**src/rtl/rf_wb_arbiter_pkg.sv**
```systemverilog
// Shared definitions for the register-file writeback arbiter and the register file.
// PPP mode encodings must stay in step with the register file's decoder.
package rf_wb_arbiter_pkg;

    localparam int PPP_WIDTH      = 3;
    localparam int DEF_DATA_WIDTH = 64;
    localparam int DEF_ADDR_WIDTH = 5;

    typedef enum logic [PPP_WIDTH-1:0] {
        PPP_A = 3'b000,
        PPP_U = 3'b001,
        PPP_D = 3'b010,
        PPP_E = 3'b011,
        PPP_O = 3'b100
    } ppp_mode_e;

    // Encodings above PPP_O have no meaning to the register file.
    function automatic logic ppp_is_legal(input logic [PPP_WIDTH-1:0] ppp);
        return ppp <= PPP_O;
    endfunction

endpackage

```
**src/rtl/rf_wb_arbiter_if.sv**
```systemverilog
// Writeback bus: ALU source, load-return source and the register-file write port.
// The slave modport is the arbiter's view; master is everything around it.
interface rf_wb_arbiter_if
    import rf_wb_arbiter_pkg::*;
#(
    parameter int DATA_WIDTH = DEF_DATA_WIDTH,
    parameter int ADDR_WIDTH = DEF_ADDR_WIDTH
);
    logic                  alu_wb_valid;
    logic                  alu_wb_ready;
    logic [ADDR_WIDTH-1:0] alu_wr_addr;
    logic [DATA_WIDTH-1:0] alu_data;
    logic [PPP_WIDTH-1:0]  alu_ppp;

    logic                  mem_wb_valid;
    logic                  mem_wb_ready;
    logic [ADDR_WIDTH-1:0] mem_wr_addr;
    logic [DATA_WIDTH-1:0] mem_data;
    logic [PPP_WIDTH-1:0]  mem_ppp;

    logic                  rf_wen;
    logic [ADDR_WIDTH-1:0] rf_wr_addr;
    logic [DATA_WIDTH-1:0] rf_data_in;
    logic [PPP_WIDTH-1:0]  rf_ppp_sel;
    logic                  pipe_stall;
    logic                  err_ppp;

    modport slave (
        input  alu_wb_valid, alu_wr_addr, alu_data, alu_ppp,
        input  mem_wb_valid, mem_wr_addr, mem_data, mem_ppp,
        output alu_wb_ready, mem_wb_ready,
        output rf_wen, rf_wr_addr, rf_data_in, rf_ppp_sel, pipe_stall, err_ppp
    );

    modport master (
        output alu_wb_valid, alu_wr_addr, alu_data, alu_ppp,
        output mem_wb_valid, mem_wr_addr, mem_data, mem_ppp,
        input  alu_wb_ready, mem_wb_ready,
        input  rf_wen, rf_wr_addr, rf_data_in, rf_ppp_sel, pipe_stall, err_ppp
    );

endinterface

```
**src/rtl/rf_wb_arbiter_fifo.sv**
```systemverilog
// Load-return buffer: synchronous FIFO, no bypass, push ignored while full.
// Pointers carry one wrap bit so full and empty are distinguishable.
module rf_wb_fifo #(
    parameter int DEPTH = 2,
    parameter int WIDTH = 72
) (
    input  logic             clk,
    input  logic             reset,
    input  logic             push_i,
    input  logic             pop_i,
    input  logic [WIDTH-1:0] wdata_i,
    output logic             full_o,
    output logic             empty_o,
    output logic [WIDTH-1:0] rdata_o
);
    localparam int PW = (DEPTH > 1) ? $clog2(DEPTH) : 1;

    logic [PW:0]      wr_ptr_q, rd_ptr_q;
    logic [WIDTH-1:0] mem_q [DEPTH];
    logic             do_push, do_pop;

    assign empty_o = (wr_ptr_q == rd_ptr_q);
    assign full_o  = (wr_ptr_q[PW] != rd_ptr_q[PW]) &&
                     (wr_ptr_q[PW-1:0] == rd_ptr_q[PW-1:0]);
    assign rdata_o = mem_q[rd_ptr_q[PW-1:0]];
    assign do_push = push_i && !full_o;
    assign do_pop  = pop_i && !empty_o;

    always_ff @(posedge clk) begin
        if (reset) begin
            wr_ptr_q <= '0;
            rd_ptr_q <= '0;
        end else begin
            if (do_push) wr_ptr_q <= wr_ptr_q + (PW+1)'(1);
            if (do_pop)  rd_ptr_q <= rd_ptr_q + (PW+1)'(1);
        end
    end

    always_ff @(posedge clk) begin
        if (do_push) mem_q[wr_ptr_q[PW-1:0]] <= wdata_i;
    end

endmodule

```
**src/rtl/rf_wb_arbiter.sv**
```systemverilog
// Sole owner of the register-file write port: ALU writebacks first, buffered
// load returns otherwise, with a one-cycle ALU stall when loads starve.
module rf_wb_arbiter
    import rf_wb_arbiter_pkg::*;
#(
    parameter int DATA_WIDTH   = DEF_DATA_WIDTH,
    parameter int ADDR_WIDTH   = DEF_ADDR_WIDTH,
    parameter int FIFO_DEPTH   = 2,
    parameter int STARVE_LIMIT = 4
) (
    input  logic           clk,
    input  logic           reset,
    rf_wb_arbiter_if.slave bus
);
    localparam int ENTRY_W = ADDR_WIDTH + PPP_WIDTH + DATA_WIDTH;
    localparam int CNT_W   = (STARVE_LIMIT > 1) ? $clog2(STARVE_LIMIT) : 1;
    localparam logic [CNT_W-1:0] CNT_LAST = CNT_W'(STARVE_LIMIT - 1);

    logic                  fifo_full, fifo_empty, fifo_push, fifo_pop;
    logic [ENTRY_W-1:0]    head;
    logic [ADDR_WIDTH-1:0] head_addr;
    logic [PPP_WIDTH-1:0]  head_ppp;
    logic [DATA_WIDTH-1:0] head_data;

    logic                  alu_grant, grant, unserved;
    logic [ADDR_WIDTH-1:0] sel_addr;
    logic [DATA_WIDTH-1:0] sel_data;
    logic [PPP_WIDTH-1:0]  sel_ppp;

    logic [CNT_W-1:0]      cnt_q, cnt_d;
    logic                  stall_q, stall_d;
    logic                  rf_wen_q, rf_wen_d;
    logic [ADDR_WIDTH-1:0] rf_addr_q, rf_addr_d;
    logic [DATA_WIDTH-1:0] rf_data_q, rf_data_d;
    logic [PPP_WIDTH-1:0]  rf_ppp_q, rf_ppp_d;
    logic                  err_q, err_d;

    rf_wb_fifo #(
        .DEPTH (FIFO_DEPTH),
        .WIDTH (ENTRY_W)
    ) u_fifo (
        .clk     (clk),
        .reset   (reset),
        .push_i  (fifo_push),
        .pop_i   (fifo_pop),
        .wdata_i ({bus.mem_wr_addr, bus.mem_ppp, bus.mem_data}),
        .full_o  (fifo_full),
        .empty_o (fifo_empty),
        .rdata_o (head)
    );

    assign {head_addr, head_ppp, head_data} = head;

    // A stall cycle belongs to the FIFO; otherwise the ALU always wins.
    assign alu_grant = bus.alu_wb_valid && !stall_q;
    assign fifo_pop  = !fifo_empty && (stall_q || !bus.alu_wb_valid);
    assign fifo_push = bus.mem_wb_valid && !fifo_full;
    assign grant     = alu_grant || fifo_pop;
    assign unserved  = !fifo_empty && !fifo_pop;

    assign bus.alu_wb_ready = alu_grant;
    assign bus.mem_wb_ready = !fifo_full;

    always_comb begin
        sel_addr = alu_grant ? bus.alu_wr_addr : head_addr;
        sel_data = alu_grant ? bus.alu_data    : head_data;
        sel_ppp  = alu_grant ? bus.alu_ppp     : head_ppp;

        cnt_d   = cnt_q;
        stall_d = 1'b0;
        if (!unserved) begin
            cnt_d = '0;
        end else if (cnt_q == CNT_LAST && !stall_q) begin
            stall_d = 1'b1;
            cnt_d   = '0;
        end else begin
            cnt_d = cnt_q + CNT_W'(1);
        end

        // Illegal PPP and r0 writes still consume the grant but never write.
        rf_wen_d  = grant && (sel_addr != '0) && ppp_is_legal(sel_ppp);
        rf_addr_d = grant ? sel_addr : rf_addr_q;
        rf_data_d = grant ? sel_data : rf_data_q;
        rf_ppp_d  = grant ? sel_ppp  : rf_ppp_q;
        err_d     = err_q || (grant && !ppp_is_legal(sel_ppp));
    end

    always_ff @(posedge clk) begin
        if (reset) begin
            cnt_q     <= '0;
            stall_q   <= 1'b0;
            rf_wen_q  <= 1'b0;
            rf_addr_q <= '0;
            rf_data_q <= '0;
            rf_ppp_q  <= '0;
            err_q     <= 1'b0;
        end else begin
            cnt_q     <= cnt_d;
            stall_q   <= stall_d;
            rf_wen_q  <= rf_wen_d;
            rf_addr_q <= rf_addr_d;
            rf_data_q <= rf_data_d;
            rf_ppp_q  <= rf_ppp_d;
            err_q     <= err_d;
        end
    end

    assign bus.rf_wen     = rf_wen_q;
    assign bus.rf_wr_addr = rf_addr_q;
    assign bus.rf_data_in = rf_data_q;
    assign bus.rf_ppp_sel = rf_ppp_q;
    assign bus.pipe_stall = stall_q;
    assign bus.err_ppp    = err_q;

endmodule

```
**src/flat_wrapper.sv**
```systemverilog
// flat-port wrapper written by rule: the top's interface ports become plain ports
module rf_wb_arbiter_flat import rf_wb_arbiter_pkg::*;
#(
    parameter int DATA_WIDTH   = DEF_DATA_WIDTH,
    parameter int ADDR_WIDTH   = DEF_ADDR_WIDTH,
    parameter int FIFO_DEPTH   = 2,
    parameter int STARVE_LIMIT = 4
)
  (clk, reset, bus_alu_wb_valid, bus_alu_wr_addr, bus_alu_data, bus_alu_ppp, bus_mem_wb_valid, bus_mem_wr_addr, bus_mem_data, bus_mem_ppp, bus_alu_wb_ready, bus_mem_wb_ready, bus_rf_wen, bus_rf_wr_addr, bus_rf_data_in, bus_rf_ppp_sel, bus_pipe_stall, bus_err_ppp);
  rf_wb_arbiter_if #(.DATA_WIDTH(DATA_WIDTH), .ADDR_WIDTH(ADDR_WIDTH)) bus_i ();
  input  logic clk;
  input  logic reset;
  input wire logic [$bits(bus_i.alu_wb_valid)-1:0] bus_alu_wb_valid;
  input wire logic [$bits(bus_i.alu_wr_addr)-1:0] bus_alu_wr_addr;
  input wire logic [$bits(bus_i.alu_data)-1:0] bus_alu_data;
  input wire logic [$bits(bus_i.alu_ppp)-1:0] bus_alu_ppp;
  input wire logic [$bits(bus_i.mem_wb_valid)-1:0] bus_mem_wb_valid;
  input wire logic [$bits(bus_i.mem_wr_addr)-1:0] bus_mem_wr_addr;
  input wire logic [$bits(bus_i.mem_data)-1:0] bus_mem_data;
  input wire logic [$bits(bus_i.mem_ppp)-1:0] bus_mem_ppp;
  output wire logic [$bits(bus_i.alu_wb_ready)-1:0] bus_alu_wb_ready;
  output wire logic [$bits(bus_i.mem_wb_ready)-1:0] bus_mem_wb_ready;
  output wire logic [$bits(bus_i.rf_wen)-1:0] bus_rf_wen;
  output wire logic [$bits(bus_i.rf_wr_addr)-1:0] bus_rf_wr_addr;
  output wire logic [$bits(bus_i.rf_data_in)-1:0] bus_rf_data_in;
  output wire logic [$bits(bus_i.rf_ppp_sel)-1:0] bus_rf_ppp_sel;
  output wire logic [$bits(bus_i.pipe_stall)-1:0] bus_pipe_stall;
  output wire logic [$bits(bus_i.err_ppp)-1:0] bus_err_ppp;
  assign bus_i.alu_wb_valid = bus_alu_wb_valid;
  assign bus_i.alu_wr_addr = bus_alu_wr_addr;
  assign bus_i.alu_data = bus_alu_data;
  assign bus_i.alu_ppp = bus_alu_ppp;
  assign bus_i.mem_wb_valid = bus_mem_wb_valid;
  assign bus_i.mem_wr_addr = bus_mem_wr_addr;
  assign bus_i.mem_data = bus_mem_data;
  assign bus_i.mem_ppp = bus_mem_ppp;
  assign bus_alu_wb_ready = bus_i.alu_wb_ready;
  assign bus_mem_wb_ready = bus_i.mem_wb_ready;
  assign bus_rf_wen = bus_i.rf_wen;
  assign bus_rf_wr_addr = bus_i.rf_wr_addr;
  assign bus_rf_data_in = bus_i.rf_data_in;
  assign bus_rf_ppp_sel = bus_i.rf_ppp_sel;
  assign bus_pipe_stall = bus_i.pipe_stall;
  assign bus_err_ppp = bus_i.err_ppp;
  rf_wb_arbiter #(.DATA_WIDTH(DATA_WIDTH), .ADDR_WIDTH(ADDR_WIDTH), .FIFO_DEPTH(FIFO_DEPTH), .STARVE_LIMIT(STARVE_LIMIT)) u_core (.clk(clk), .reset(reset), .bus(bus_i));
endmodule
```
**config.mk**
```make
export PLATFORM = sky130hd
export DESIGN_NAME = rf_wb_arbiter_flat
export DESIGN_NICKNAME = d
export VERILOG_FILES = /design/src/rtl/rf_wb_arbiter_pkg.sv /design/src/rtl/rf_wb_arbiter_if.sv /design/src/rtl/rf_wb_arbiter_fifo.sv /design/src/rtl/rf_wb_arbiter.sv /design/src/flat_wrapper.sv
export SDC_FILE = /design/constraint.sdc
export NUM_CORES = 1
export LEC_CHECK = 0
export CAP_MARGIN = 25
export CORE_MARGIN = 2
export CORE_UTILIZATION = 65
export CTS_BUF_LIST = sky130_fd_sc_hd__clkbuf_16
export CTS_CLUSTER_SIZE = 12
export DETAILED_ROUTE_END_ITERATION = 12
export DONT_BUFFER_PORTS = 1
export GPL_ROUTABILITY_DRIVEN = 1
export GPL_TIMING_DRIVEN = 0
export PLACE_DENSITY = 0.81
export SETUP_SLACK_MARGIN = 0.02
export SLEW_MARGIN = 20
export SYNTH_ARGS = -nofsm -noshare
export SYNTH_HDL_FRONTEND = slang
export SYNTH_SLANG_ARGS = --single-unit
```
**constraint.sdc**
```tcl
create_clock -name clk -period 7.5 [get_ports clk]
set_input_delay 0.75 -clock clk [delete_from_list [all_inputs] [get_ports clk]]
set_output_delay 0.75 -clock clk [all_outputs]
set_load 0.02 [all_outputs]
```
== Yosys cells after proc, flatten, opt, wreduce, memory -nomap -nowiden ==
Memories as Yosys holds them, arrays and structs flattened. A register that Yosys moved wholly into a read port is not among the register bits.
Cells that the tools add are included.

* Mux-type cells: 8
* $add $sub $neg: 3
* Equal/unequal tests: 4
* Reduce and logical (&&, ||, !) cells: 23
* Order comparisons: 1
* Bitwise gates (word level): 1

{| class="wikitable"
|+ Operators with widths
! cell !! number
|-
| 64-bit two-way mux || 1
|-
| 1-bit logical AND || 11
|-
| 2-bit by 1-bit adder with 2-bit output (second input constant) || 3
|-
| 1-bit logical NOT || 6
|-
| 1-bit two-way mux || 5
|-
| 5-bit two-way mux || 1
|-
| 5-bit nonzero test || 1
|-
| 3-bit less-or-equal comparator (second input constant) || 1
|-
| 1-bit logical OR || 3
|-
| 3-bit two-way mux || 1
|-
| 3-bit OR reduction || 1
|-
| 2-bit equality test || 1
|-
| 2-bit equality test (second input constant) || 1
|-
| 2-bit OR reduction || 1
|-
| 1-bit equality test || 1
|-
| 1-bit inequality test || 1
|-
| 1-bit NOT || 1
|}

* Flip-flop bits (word level): 81
* Input bits: 148
* Memory bits (writable): 144
* Memories kept: 1
* Word-level logic and storage cells: 50
* Output and inout port bits: 77

{| class="wikitable"
|+ Memories
! name !! words !! width !! rd ports !! clocked after memory_dff !! write ports !! line !! RTL
|-
| u_core.u_fifo.mem_q || 2 || 72 || 1 || 1 || 1 || rf_wb_arbiter_fifo.sv:19 || <nowiki>logic [WIDTH-1:0] mem_q [DEPTH];</nowiki>
|}

== Logic depth before layout (Yosys ltp) ==
* Depth in word-level cells: 7
* Mapped depth: 7

== Cells and area by module ==
From an unflattened synthesis, not the netlist that was laid out.

* Cells, all modules: 605
* Area total of the unflattened synthesis: 8,912.3 um^2

{| class="wikitable"
|+ By module, submodules not included
! module !! times used !! seq. area each (um^2) !! area each (um^2) !! cells each
|-
| rf_wb_fifo || 1 || 4,424.2 || 5,459.0 || 257
|-
| rf_wb_arbiter || 1 || 1,541.5 || 3,453.3 || 348
|}

== Worst setup path before layout ==
No wires, ideal clock.

* Path kind: flip-flop to flip-flop
* Start point: register u_core.u_fifo.wr_ptr_q[0]
* End point: memory u_core.u_fifo.mem_q[0][0], enable pin
* Data arrival time: 4.006 ns
* Setup slack: 2.992 ns
* Period minus slack after synthesis: 4.508 ns
* Cell stages (with the launch flop): 6
* Required time: 6.997 ns
* Cell sequence: dfxtp_1 clkbuf_2 xor2_2 buf_6 o21ai_0 nor2_1

* Longest elaborated chain between the ends: 7

{| class="wikitable"
|+ Ends and longest elaborated chain
! element !! line !! RTL
|-
| from (decl) || rf_wb_arbiter_fifo.sv:18 || <nowiki>logic [PW:0] wr_ptr_q, rd_ptr_q;</nowiki>
|-
| from (signal assigned) || rf_wb_arbiter_fifo.sv:34 || <nowiki>if (do_push) wr_ptr_q <= wr_ptr_q + (PW+1)'(1);</nowiki>
|-
| 1-bit equality test || rf_wb_arbiter_fifo.sv:24 || <nowiki>(wr_ptr_q[PW-1:0] == rd_ptr_q[PW-1:0]);</nowiki>
|-
| 1-bit logical AND || rf_wb_arbiter_fifo.sv:23 || <nowiki>assign full_o = (wr_ptr_q[PW] != rd_ptr_q[PW]) &&</nowiki>
|-
| 1-bit logical NOT || rf_wb_arbiter_fifo.sv:26, rf_wb_arbiter.sv:57 ||
|-
| 1-bit logical AND || rf_wb_arbiter.sv:57 || <nowiki>assign fifo_push = bus.mem_wb_valid && !fifo_full;</nowiki>
|-
| 1-bit logical AND || rf_wb_arbiter_fifo.sv:26 || <nowiki>assign do_push = push_i && !full_o;</nowiki>
|-
| 1-bit two-way mux || rf_wb_arbiter_fifo.sv:40 || <nowiki>if (do_push) mem_q[wr_ptr_q[PW-1:0]] <= wdata_i;</nowiki>
|-
| 1-bit two-way mux (not written as such) || rf_wb_arbiter_fifo.sv:40 ||
|-
| to (decl) || rf_wb_arbiter_fifo.sv:19 ||
|}

Parallel ways exist; a longest one is shown, timed or not.

== Worst setup path in the final report ==
* Start point: register u_core.stall_q, in the netlist u_core.bus.pipe_stall
* End point: output port bus_alu_wb_ready

* Longest elaborated chain between the ends: 2

{| class="wikitable"
|+ Ends and longest elaborated chain
! element !! line !! RTL
|-
| from (decl) || rf_wb_arbiter.sv:31 || <nowiki>logic stall_q, stall_d;</nowiki>
|-
| from (signal assigned) || rf_wb_arbiter.sv:99 || <nowiki>stall_q <= stall_d;</nowiki>
|-
| 1-bit logical NOT || rf_wb_arbiter.sv:55 || <nowiki>assign alu_grant = bus.alu_wb_valid && !stall_q;</nowiki>
|-
| 1-bit logical AND || rf_wb_arbiter.sv:55 ||
|-
| to (decl) || flat_wrapper.sv:21 || <nowiki>output wire logic [$bits(bus_i.alu_wb_ready)-1:0] bus_alu_wb_ready;</nowiki>
|}

No other way between the ends.

==> results.sh <==
export IMPL_synth_cell_types=32
export IMPL_dieArea_sq_um=14400
export IMPL_drive_gt1_frac=0.0902
export IMPL_r2r_slack_ns=4.97
export IMPL_syn_nets=833
export IMPL_drt_wl_total_um=20900
export IMPL_antenna_found_initial=0
export IMPL_globalRouteOverflowTotal=0
export IMPL_fin_nets=863
export IMPL_yosysSeqAreaShare=0.682
export IMPL_vias=5738
export IMPL_regArea_sq_um=5970
export IMPL_syn_inst=684
export IMPL_hold_start="bus_mem_data[42]"
export IMPL_die_w_um=120
export IMPL_post_route_min_period_ns=2.80
export IMPL_grt_pass1_wl_um=31400
export IMPL_drc=0
export IMPL_hold_path_cell_count=0
export IMPL_grt_max_degree=38
export IMPL_htreeDepth=1
export IMPL_place_ws_ns=4.97
export IMPL_cp_num_cells=3
export IMPL_synth_area_leader_cell="edfxtp_1"
export IMPL_clk_pin_slew_ns=0.06
export IMPL_worstPathRequired_ns=6.75
export IMPL_critPathTopFamily="buffers and inverters"
export IMPL_numPortBuffers=0
export IMPL_synth_edf_count=144
export IMPL_timing_setup_tns_ns=0
export IMPL_syn_to_final_growth_pct=12.0
export IMPL_rows=42
export IMPL_cts_tree="built"
export IMPL_postSynthRegisterBits=226
export IMPL_place_hpwl_um=14000
export IMPL_diodes=0
export IMPL_r2r_cells=7
export IMPL_clk_latency_ns=0.50
export IMPL_postRouteAntennaNets=0
export IMPL_reg2reg_from="u_core.u_fifo.wr_ptr_q[0]"
export IMPL_io_pins=225
export IMPL_slowest_delay_ns=0.49
export IMPL_worstPathMaxFanout=10
export IMPL_gp_congestion=0.824
export IMPL_finalSetupViolCount=0
export IMPL_die_y_um=120
export IMPL_endpoint_kind="output port"
export IMPL_syn_cell_area_sq_um=8740
export IMPL_ys_warnings_count=0
export IMPL_crit_type="reg2out"
export IMPL_r2r_end="u_core.u_fifo.mem_q[0][4]"
export IMPL_synth_most_common_cell="edfxtp_1"
export IMPL_relSlewSlack=0.525
export IMPL_clockBufferDepth=3
export IMPL_wl_per_cell_um=23.0
export IMPL_syn_avg_cell_area_sq_um=12.8
export IMPL_cts_resized=0
export IMPL_synth_async_reset_ratio=0
export IMPL_rsz0062_at_grt="false"
export IMPL_slew_viol_final=0
export IMPL_holdBufCountCts=0
export IMPL_vdd_drop_max_v=0.000251
export IMPL_first_iter_violations=542
export IMPL_hold_class="in2reg"
export IMPL_fillers=823
export IMPL_synth_flop_cell="edfxtp_1"
export IMPL_numCtsBuffers=24
export IMPL_grt_pass1_vias=5898
export IMPL_multi_input_area_sq_um=2530
export IMPL_start_kind="flop"
export IMPL_vias_per_cell=6.32
export IMPL_place_area_sq_um=9070
export IMPL_cp_slowest_cell="dfxtp_1"
export IMPL_start_util=0.663
export IMPL_fin_crit_sh=0.373
export IMPL_grtUsageTotal=0.282
export IMPL_dr_pass1_iters=6
export IMPL_critPathBufInv=2
export IMPL_synth_top_cells_by_area="edfxtp_1 (49%), dfxtp_1 (19%), mux2i_1 (7.3%)"
export IMPL_postCtsSetupBuffers=0
export IMPL_fmax_ghz=0.357
export IMPL_worstHoldEndpoint="u_core.u_fifo.mem_q[0][42]"
export IMPL_cts_sinks=226
export IMPL_cp_cell_sequence="nand2b_1, clkinv_1, clkbuf_1"
export IMPL_worst_slew_pin_transition_ns=0.712
export IMPL_coreArea_sq_um=13200
export IMPL_arrival_ns=2.05
export IMPL_leakage_nw=3.31
export IMPL_p_per_area_nw_per_um2=402
export IMPL_synth_top_area_frac=0.495
export IMPL_synth_common_cells="edfxtp_1 (144), dfxtp_1 (82), nand2_1 (78)"
export IMPL_final_area_sq_um=9790
export IMPL_status="finished clean"
export IMPL_hold_violations=0
export IMPL_drv_cap=0
export IMPL_finalClockSkew_ns=0.0198
export IMPL_root_buffer="clkbuf_16"
export IMPL_fin_ws_ns=4.70
worst register-to-register path, stage by stage, from the launching register on:
cell	delay (ns)
dfxtp_1	0.32
clkbuf_2	0.21
xor2_2	0.51
buf_6	0.23
o21ai_0	0.20
nor2_4	0.32
buf_16	0.22
buf_16	0.20
report_power, final:
part / switching, mW / internal, mW / total (mW) / leakage [nW]
registers: 0.239 / 1.57 / 1.81 / 2.03
logic: 0.667 / 0.390 / 1.06 / 0.894
clock network: 0.453 / 0.618 / 1.07 / 0.391
sequential cells by signal, indices dropped and copies added (netlist names), 2 cells and up, named ones only:
signal,count
u_core.u_fifo.rd_ptr_q,2
u_core.u_fifo.wr_ptr_q,2
u_core.bus.rf_ppp_sel,3
u_core.bus.rf_data_in,64
u_core.u_fifo.mem_q,144
u_core.cnt_q,2
u_core.bus.rf_wr_addr,5
worst max-delay path by stage:
stage	from	end	slack [ns]
finish	u_core.bus.pipe_stall	bus_alu_wb_ready	4.70
global placement	u_core.u_fifo.wr_ptr_q[0]	u_core.u_fifo.mem_q[0][32]	1.04
detailed placement	u_core.u_fifo.wr_ptr_q[0]	u_core.u_fifo.mem_q[1][32]	4.97
floorplan	u_core.u_fifo.wr_ptr_q[0]	u_core.u_fifo.mem_q[0][0]	2.99
global route	u_core.bus.pipe_stall	bus_alu_wb_ready	4.64
CTS	u_core.bus.pipe_stall	bus_alu_wb_ready	4.72
routing by layer:
layer  routed length [um]  up-vias  track usage  share of wire
li1                     -     2622            -              -
met1                 7580     2811        0.324           0.36
met2                10700      267        0.496           0.51
met3                 2030       38       0.0974          0.097
met4                  514        0       0.0890          0.025
met5                    0        -            0              0
through the flow:
stage | hold slack, ns | utilization | total power [mW] | instances
3_3_place_gp | 0.405 | 0.679 | 2.79 | 860
6_report | 0.338 | 0.742 | 3.94 | 908
4_1_cts | 0.327 | 0.742 | 3.93 | 908
2_1_floorplan | 0.397 | - | 2.55 | 684
3_5_place_dp | 0.416 | 0.687 | 2.86 | 864
5_1_grt | 0.326 | 0.742 | 4.10 | 908
cell families after synthesis:
kind of cell	Yosys count	synth area share
DFF	226	0.682
AOI/OAI and AO/OA	213	0.143
and+or+nand+nor	107	0.0507
muxes	72	0.0836
buffers and inverters	57	0.0291
xor gates and xnor gates	8	0.00973
adders and majority gates	1	0.00143
layout by cell type (no fill, tap or decap), drive strengths merged:
cell / synthesis / final
edfxtp: 144 / 144
nor4: 1 / 1
xnor2: 3 / 3
nor2: 14 / 14
nand2b: 3 / 3
or3: 4 / 4
nand3: 1 / 1
o311a: 1 / 1
clkinvlp: 0 / 1
xor2: 5 / 5
clkbuf: 32 / 58
ha: 1 / 1
o21ai: 66 / 66
mux2: 8 / 8
clkinv: 1 / 7
o211ai: 66 / 66
mux2i: 64 / 64
inv: 2 / 13
or4: 1 / 1
o22ai: 2 / 2
nand2: 78 / 78
buf: 22 / 26
a21oi: 73 / 73
nor3: 1 / 1
dfxtp: 82 / 82
a211oi: 4 / 4
nor2b: 4 / 4
o31ai: 1 / 1
cell type report:
| type | count | share of cell area |
|---|---|---|
| repair buffers | 4 | 0.00971 |
| well taps | 176 | 0.0225 |
| plain buffers | 54 | 0.0248 |
| multi-input cells | 401 | 0.258 |
| inverters | 3 | 0.00141 |
| clock inverters | 18 | 0.00741 |
| flip-flops and latches | 226 | 0.609 |
| clock buffers | 26 | 0.0665 |
Note: power is estimated with default switching activity, not from simulation.
